File: config.mk
export PLATFORM = sky130hd
export DESIGN_NAME = rst_req_gen_flat
export DESIGN_NICKNAME = d
export VERILOG_FILES = /design/src/rtl/rst_req_gen_if.sv /design/src/rtl/rst_req_gen.sv /design/src/flat_wrapper.sv
export SDC_FILE = /design/constraint.sdc
export NUM_CORES = 1
export LEC_CHECK = 0
export ABC_AREA = 1
export CORE_UTILIZATION = 35
export DETAILED_ROUTE_END_ITERATION = 10
export MAX_ROUTING_LAYER = met4
export PLACE_DENSITY = 0.61
export SLEW_MARGIN = 0
export SYNTH_ARGS = -nofsm -noshare
export SYNTH_HDL_FRONTEND = slang
export SYNTH_SLANG_ARGS = --single-unit
File: constraint.sdc
create_clock -name clk_i -period 3.99 [get_ports clk_i]
set_clock_uncertainty 0.05 [all_clocks]
set_input_delay 0.399 -clock clk_i [delete_from_list [all_inputs] [get_ports clk_i]]
set_output_delay 0.399 -clock clk_i [all_outputs]
set_load 0.01 [all_outputs]
File: src/rtl/rst_req_gen_if.sv
// rtl/rst_req_gen_if.sv - request/acknowledge/cause bundle between reset requesters and rst_req_gen
interface rst_req_gen_if #(
    parameter int NUM_REQ = 2
);
    logic [NUM_REQ-1:0] req_i;
    logic               cause_clr_i;
    logic               rst_n_o;
    logic               busy_o;
    logic               req_ack_o;
    logic [NUM_REQ-1:0] cause_o;

    modport master (
        output req_i,
        output cause_clr_i,
        input  rst_n_o,
        input  busy_o,
        input  req_ack_o,
        input  cause_o
    );

    modport slave (
        input  req_i,
        input  cause_clr_i,
        output rst_n_o,
        output busy_o,
        output req_ack_o,
        output cause_o
    );
endinterface

File: src/rtl/rst_req_gen.sv
// rtl/rst_req_gen.sv - stretches synchronous reset requests into a minimum-width active-low reset
module rst_req_gen #(
    parameter int HOLD_CYCLES = 16,
    parameter int NUM_REQ     = 2,
    parameter int CNT_W       = $clog2(HOLD_CYCLES + 1)
) (
    input  logic           clk_i,
    input  logic           rst_i,
    rst_req_gen_if.slave   bus
);
    localparam logic [1:0] ST_IDLE     = 2'd0;
    localparam logic [1:0] ST_HOLD     = 2'd1;
    localparam logic [1:0] ST_WAIT_REL = 2'd2;

    localparam logic [CNT_W-1:0] CNT_LAST = CNT_W'(HOLD_CYCLES - 1);

    generate
        if (HOLD_CYCLES < 1) begin : g_bad_hold
            $error("rst_req_gen: HOLD_CYCLES must be >= 1");
        end
        if (NUM_REQ < 1) begin : g_bad_num_req
            $error("rst_req_gen: NUM_REQ must be >= 1");
        end
    endgenerate

    logic [1:0]         r_state;
    logic [CNT_W-1:0]   r_cnt;
    logic               r_rst_n;
    logic               r_busy;
    logic               r_ack;
    logic [NUM_REQ-1:0] r_cause;
    logic               w_any_req;

    assign w_any_req = |bus.req_i;

    always_ff @(posedge clk_i or posedge rst_i) begin
        if (rst_i) begin
            r_state <= ST_HOLD;
            r_cnt   <= '0;
            r_rst_n <= 1'b0;
            r_busy  <= 1'b1;
            r_ack   <= 1'b0;
        end else begin
            r_ack <= 1'b0;
            case (r_state)
                ST_IDLE: begin
                    if (w_any_req) begin
                        r_state <= ST_HOLD;
                        r_cnt   <= '0;
                        r_rst_n <= 1'b0;
                        r_busy  <= 1'b1;
                        r_ack   <= 1'b1;
                    end
                end
                ST_HOLD: begin
                    // Late requests extend the pulse via WAIT_REL rather than restarting the count.
                    if (r_cnt == CNT_LAST) begin
                        if (w_any_req) begin
                            r_state <= ST_WAIT_REL;
                        end else begin
                            r_state <= ST_IDLE;
                            r_rst_n <= 1'b1;
                            r_busy  <= 1'b0;
                        end
                    end else begin
                        r_cnt <= r_cnt + 1'b1;
                    end
                end
                ST_WAIT_REL: begin
                    if (!w_any_req) begin
                        r_state <= ST_IDLE;
                        r_rst_n <= 1'b1;
                        r_busy  <= 1'b0;
                    end
                end
                default: begin
                    r_state <= ST_HOLD;
                    r_cnt   <= '0;
                    r_rst_n <= 1'b0;
                    r_busy  <= 1'b1;
                end
            endcase
        end
    end

    // Any asserted request is a reset cause in every state; a clear only drops older bits.
    always_ff @(posedge clk_i or posedge rst_i) begin
        if (rst_i) begin
            r_cause <= '0;
        end else begin
            r_cause <= (bus.cause_clr_i ? '0 : r_cause) | bus.req_i;
        end
    end

    assign bus.rst_n_o   = r_rst_n;
    assign bus.busy_o    = r_busy;
    assign bus.req_ack_o = r_ack;
    assign bus.cause_o   = r_cause;
endmodule

File: src/flat_wrapper.sv
// flat-port wrapper written by rule: the top's interface ports become plain ports
module rst_req_gen_flat 
#(
    parameter int HOLD_CYCLES = 16,
    parameter int NUM_REQ     = 2,
    parameter int CNT_W       = $clog2(HOLD_CYCLES + 1)
)
  (clk_i, rst_i, bus_req_i, bus_cause_clr_i, bus_rst_n_o, bus_busy_o, bus_req_ack_o, bus_cause_o);
  rst_req_gen_if #(.NUM_REQ(NUM_REQ)) bus_i ();
  input  logic clk_i;
  input  logic rst_i;
  input wire logic [$bits(bus_i.req_i)-1:0] bus_req_i;
  input wire logic [$bits(bus_i.cause_clr_i)-1:0] bus_cause_clr_i;
  output wire logic [$bits(bus_i.rst_n_o)-1:0] bus_rst_n_o;
  output wire logic [$bits(bus_i.busy_o)-1:0] bus_busy_o;
  output wire logic [$bits(bus_i.req_ack_o)-1:0] bus_req_ack_o;
  output wire logic [$bits(bus_i.cause_o)-1:0] bus_cause_o;
  assign bus_i.req_i = bus_req_i;
  assign bus_i.cause_clr_i = bus_cause_clr_i;
  assign bus_rst_n_o = bus_i.rst_n_o;
  assign bus_busy_o = bus_i.busy_o;
  assign bus_req_ack_o = bus_i.req_ack_o;
  assign bus_cause_o = bus_i.cause_o;
  rst_req_gen #(.HOLD_CYCLES(HOLD_CYCLES), .NUM_REQ(NUM_REQ), .CNT_W(CNT_W)) u_core (.clk_i(clk_i), .rst_i(rst_i), .bus(bus_i));
endmodule
==> results.md <==
* Outcome: completed
* Crit-path cells: clkdlybuf4s50_1
* DIE WIDTH at 45.7 µm
* Crit-path max FO at 2
* Core area at approximately 0.0018 mm²
* PD cells at around 610 mW/mm²
* Placed wire-length estimate at 786 µm
* Worst-path clk slew at around 0.08 ns
* Final std cells w/o fill at 115
* Setup TNS at 0 ns
* Global Route met3 Usage at under 10%
* Fmax at roughly 570 MHz
* Gr busiest metal: met2
* RePlAce Congestion at ~0.85
* First-pass GRT wire length at approximately 1800 µm
* Synth Register Bits at 12
* GR Util met2 at between 10% and 20%
* Initial antenna violation count at 0
* Max-Cap Viols at 0
* Vias in the first global route at between 400 and 500
* DR pass1 iterations at 4
* Reg-to-reg startpoint: u_core.r_cnt[0]
* Final Critical Period at 1.77 ns
* Die H at between 40 and 50 µm
* DRT iter0 DRCs at 8
* DR vias/cell at about 4.4
* R2r setup slk at around 2.4 ns
* Critical path class: reg -> out
* Syn avg cell area at a little under 9 µm²
* Post-CTS Repair Setup Buffers at 0
* WP buf/inv at 1
* Clk sinks at 12
* Die area at approximately 0.0021 mm²
* Max-slew violations at 0
* CTS tree: yes
* Nets at a little over 100
* Post-route ant nets at 0
* Total CTS buffers at 3
* Startpoint Class: flop
* P_leak at slightly below 0.4 nW
* Starting Density at a little under two fifths
* Clock root cell: clkbuf_4
* H-Tree Depth at 1
* Largest net degree at the start of global routing at 13
* Final setup violation count at 0
* Tot GR Track Use at 12.9%
* Post-DR wirelength/cell at between 9 and 10 µm
* Fin crit share at roughly 44%
* GR Util met1 at around 17%
* Top delay family on crit path: flip-flops
* Clk_lat worst skew at 0.27 ns
* Post-Route WL at approximately 1000 µm
* Layout cells sized above 1 at 17.8%
* Port buffer count at 9
* Post-Place Cells at 111
* Cts repair resizes at 0
* CTS Hold Bufs at 0
* Synth Instances at 77
* Post-Syn Nets at 87
* Worst Setup End Kind: output pin
* GRT overflow at 0
* Crit path DAT at 1.32 ns
* Synth unique cells at 21
* Area Overhead vs Synth at 22.1%
* Worst reg2reg path depth at 9
* Final worst slack at 2.22 ns
* Util after Layout at between 40% and 50%
* Max stage delay on crit path at around 0.53 ns
* Peak VDD IR at approximately 0.27 mV
* Pin slew with the least headroom to its limit at around 0.46 ns
* Worst R2R End: u_core.r_state[1]
* Slowest-stage cell, CP: dfstp_2
* Final hold vios at 0
* Part of the Yosys area used for sequential elements at a little under half
* Min-Delay Path Class: in -> async
* CP required at around 3.5 ns
* Worst slack, placed at approximately 2.4 ns
* Maximum root-to-sink buffer count at 2
* Ys Warns at 0
* RSZ-0062 raised after global routing: false
* Max_slew headroom at 69.4%
* DR vias at roughly 510
* # DRC at 0
* Diode count at 0
* Core Rows at 15
* Ports at 10
* Pwr Total at 0.494 mW
* Mapped cell area at around 670 µm²
==> sequential cells by signal, summed over array words and instances (netlist names) <==
signal,cells
u_core.r_cnt,5
u_core.bus.cause_o,2
u_core.r_state,2
u_core.bus.busy_o,1
u_core.bus.req_ack_o,1
u_core.bus.rst_n_o,1
==> cells in the final DEF, fill, tap and decap left out, types with 2 or more instances in the layout <==
cell type and n:
o21ai_2 2, dfrtp_1 10, ha_1 5, dfstp_2 2, clkdlybuf4s50_1 9, o21ai_1 3
nand3_2 2, inv_1 15, clkbuf_4 3, nand2_4 2, nand3_1 3, nor2_1 3
o21ai_0 4, nand2_1 17
==> stage by stage <==
| stage | instance area (µm²) | hold slack [ns] |
|---|---|---|
| after floorplan | 667 | 0.212 |
| after global placement | 788 | 0.407 |
| after detailed placement | 788 | 0.407 |
| after CTS | 815 | 0.390 |
| after global routing | 815 | 0.431 |
| final | 815 | 0.375 |
==> cell usage after synthesis <==
library cell	count	area, µm²
nor3_1	1	5.00
nand3_2	2	20.0
a21oi_2	1	8.76
dfstp_2	2	52.6
o21ai_1	3	15.0
nand4_1	1	6.26
nand3_1	3	15.0
o21ai_2	2	17.5
a21oi_1	1	5.00
inv_1	15	56.3
nand2_2	1	6.26
inv_2	1	3.75
o21ai_0	4	20.0
dfrtp_1	10	250
ha_1	5	62.6
nand2_1	17	63.8
nand3b_1	1	7.51
inv_4	1	6.26
nor2_4	1	11.3
nor2_1	3	11.3
nand2_4	2	22.5
==> worst max-delay path by stage <==
stage                            from               to  depth (start not counted)
finish              u_core.bus.busy_o       bus_busy_o                          1
global route        u_core.bus.busy_o       bus_busy_o                          1
CTS                 u_core.bus.busy_o       bus_busy_o                          1
detailed placement       bus_req_i[0]  u_core.r_cnt[4]                          7
global placement         bus_req_i[0]  u_core.r_cnt[2]                          7
floorplan             u_core.r_cnt[0]  u_core.r_cnt[2]                          9
==> cells by family after synthesis <==
group / synth area share (%)
flops: 45.4
simple gates: 25.3
compound gates: 9.94
buf+inv: 9.94
fa+ha+maj: 9.38
==> power breakdown <==
group	internal [mW]	total (mW)	switching (mW)
sequential	0.163	0.187	0.0236
combinational	0.0954	0.228	0.133
clock	0.0387	0.0788	0.0401
==> area by class of cell <==
type,instances,area (µm²)
fill,190,950
sequential,12,303
multi-input combinational,48,298
timing repair buffer,9,90.1
inverter,17,66.3
tap,25,31.3
clock buffer,4,26.3
==> routing by layer <==
| metal | vias to the layer above | share of wire, % |
|---|---|---|
| met4 | 0 | 1.2 |
| met5 | - | 0 |
| met2 | 12 | 42 |
| met3 | 4 | 5.1 |
| li1 | 266 | - |
| met1 | 224 | 51 |
Note: power is estimated with default switching activity, not from simulation.
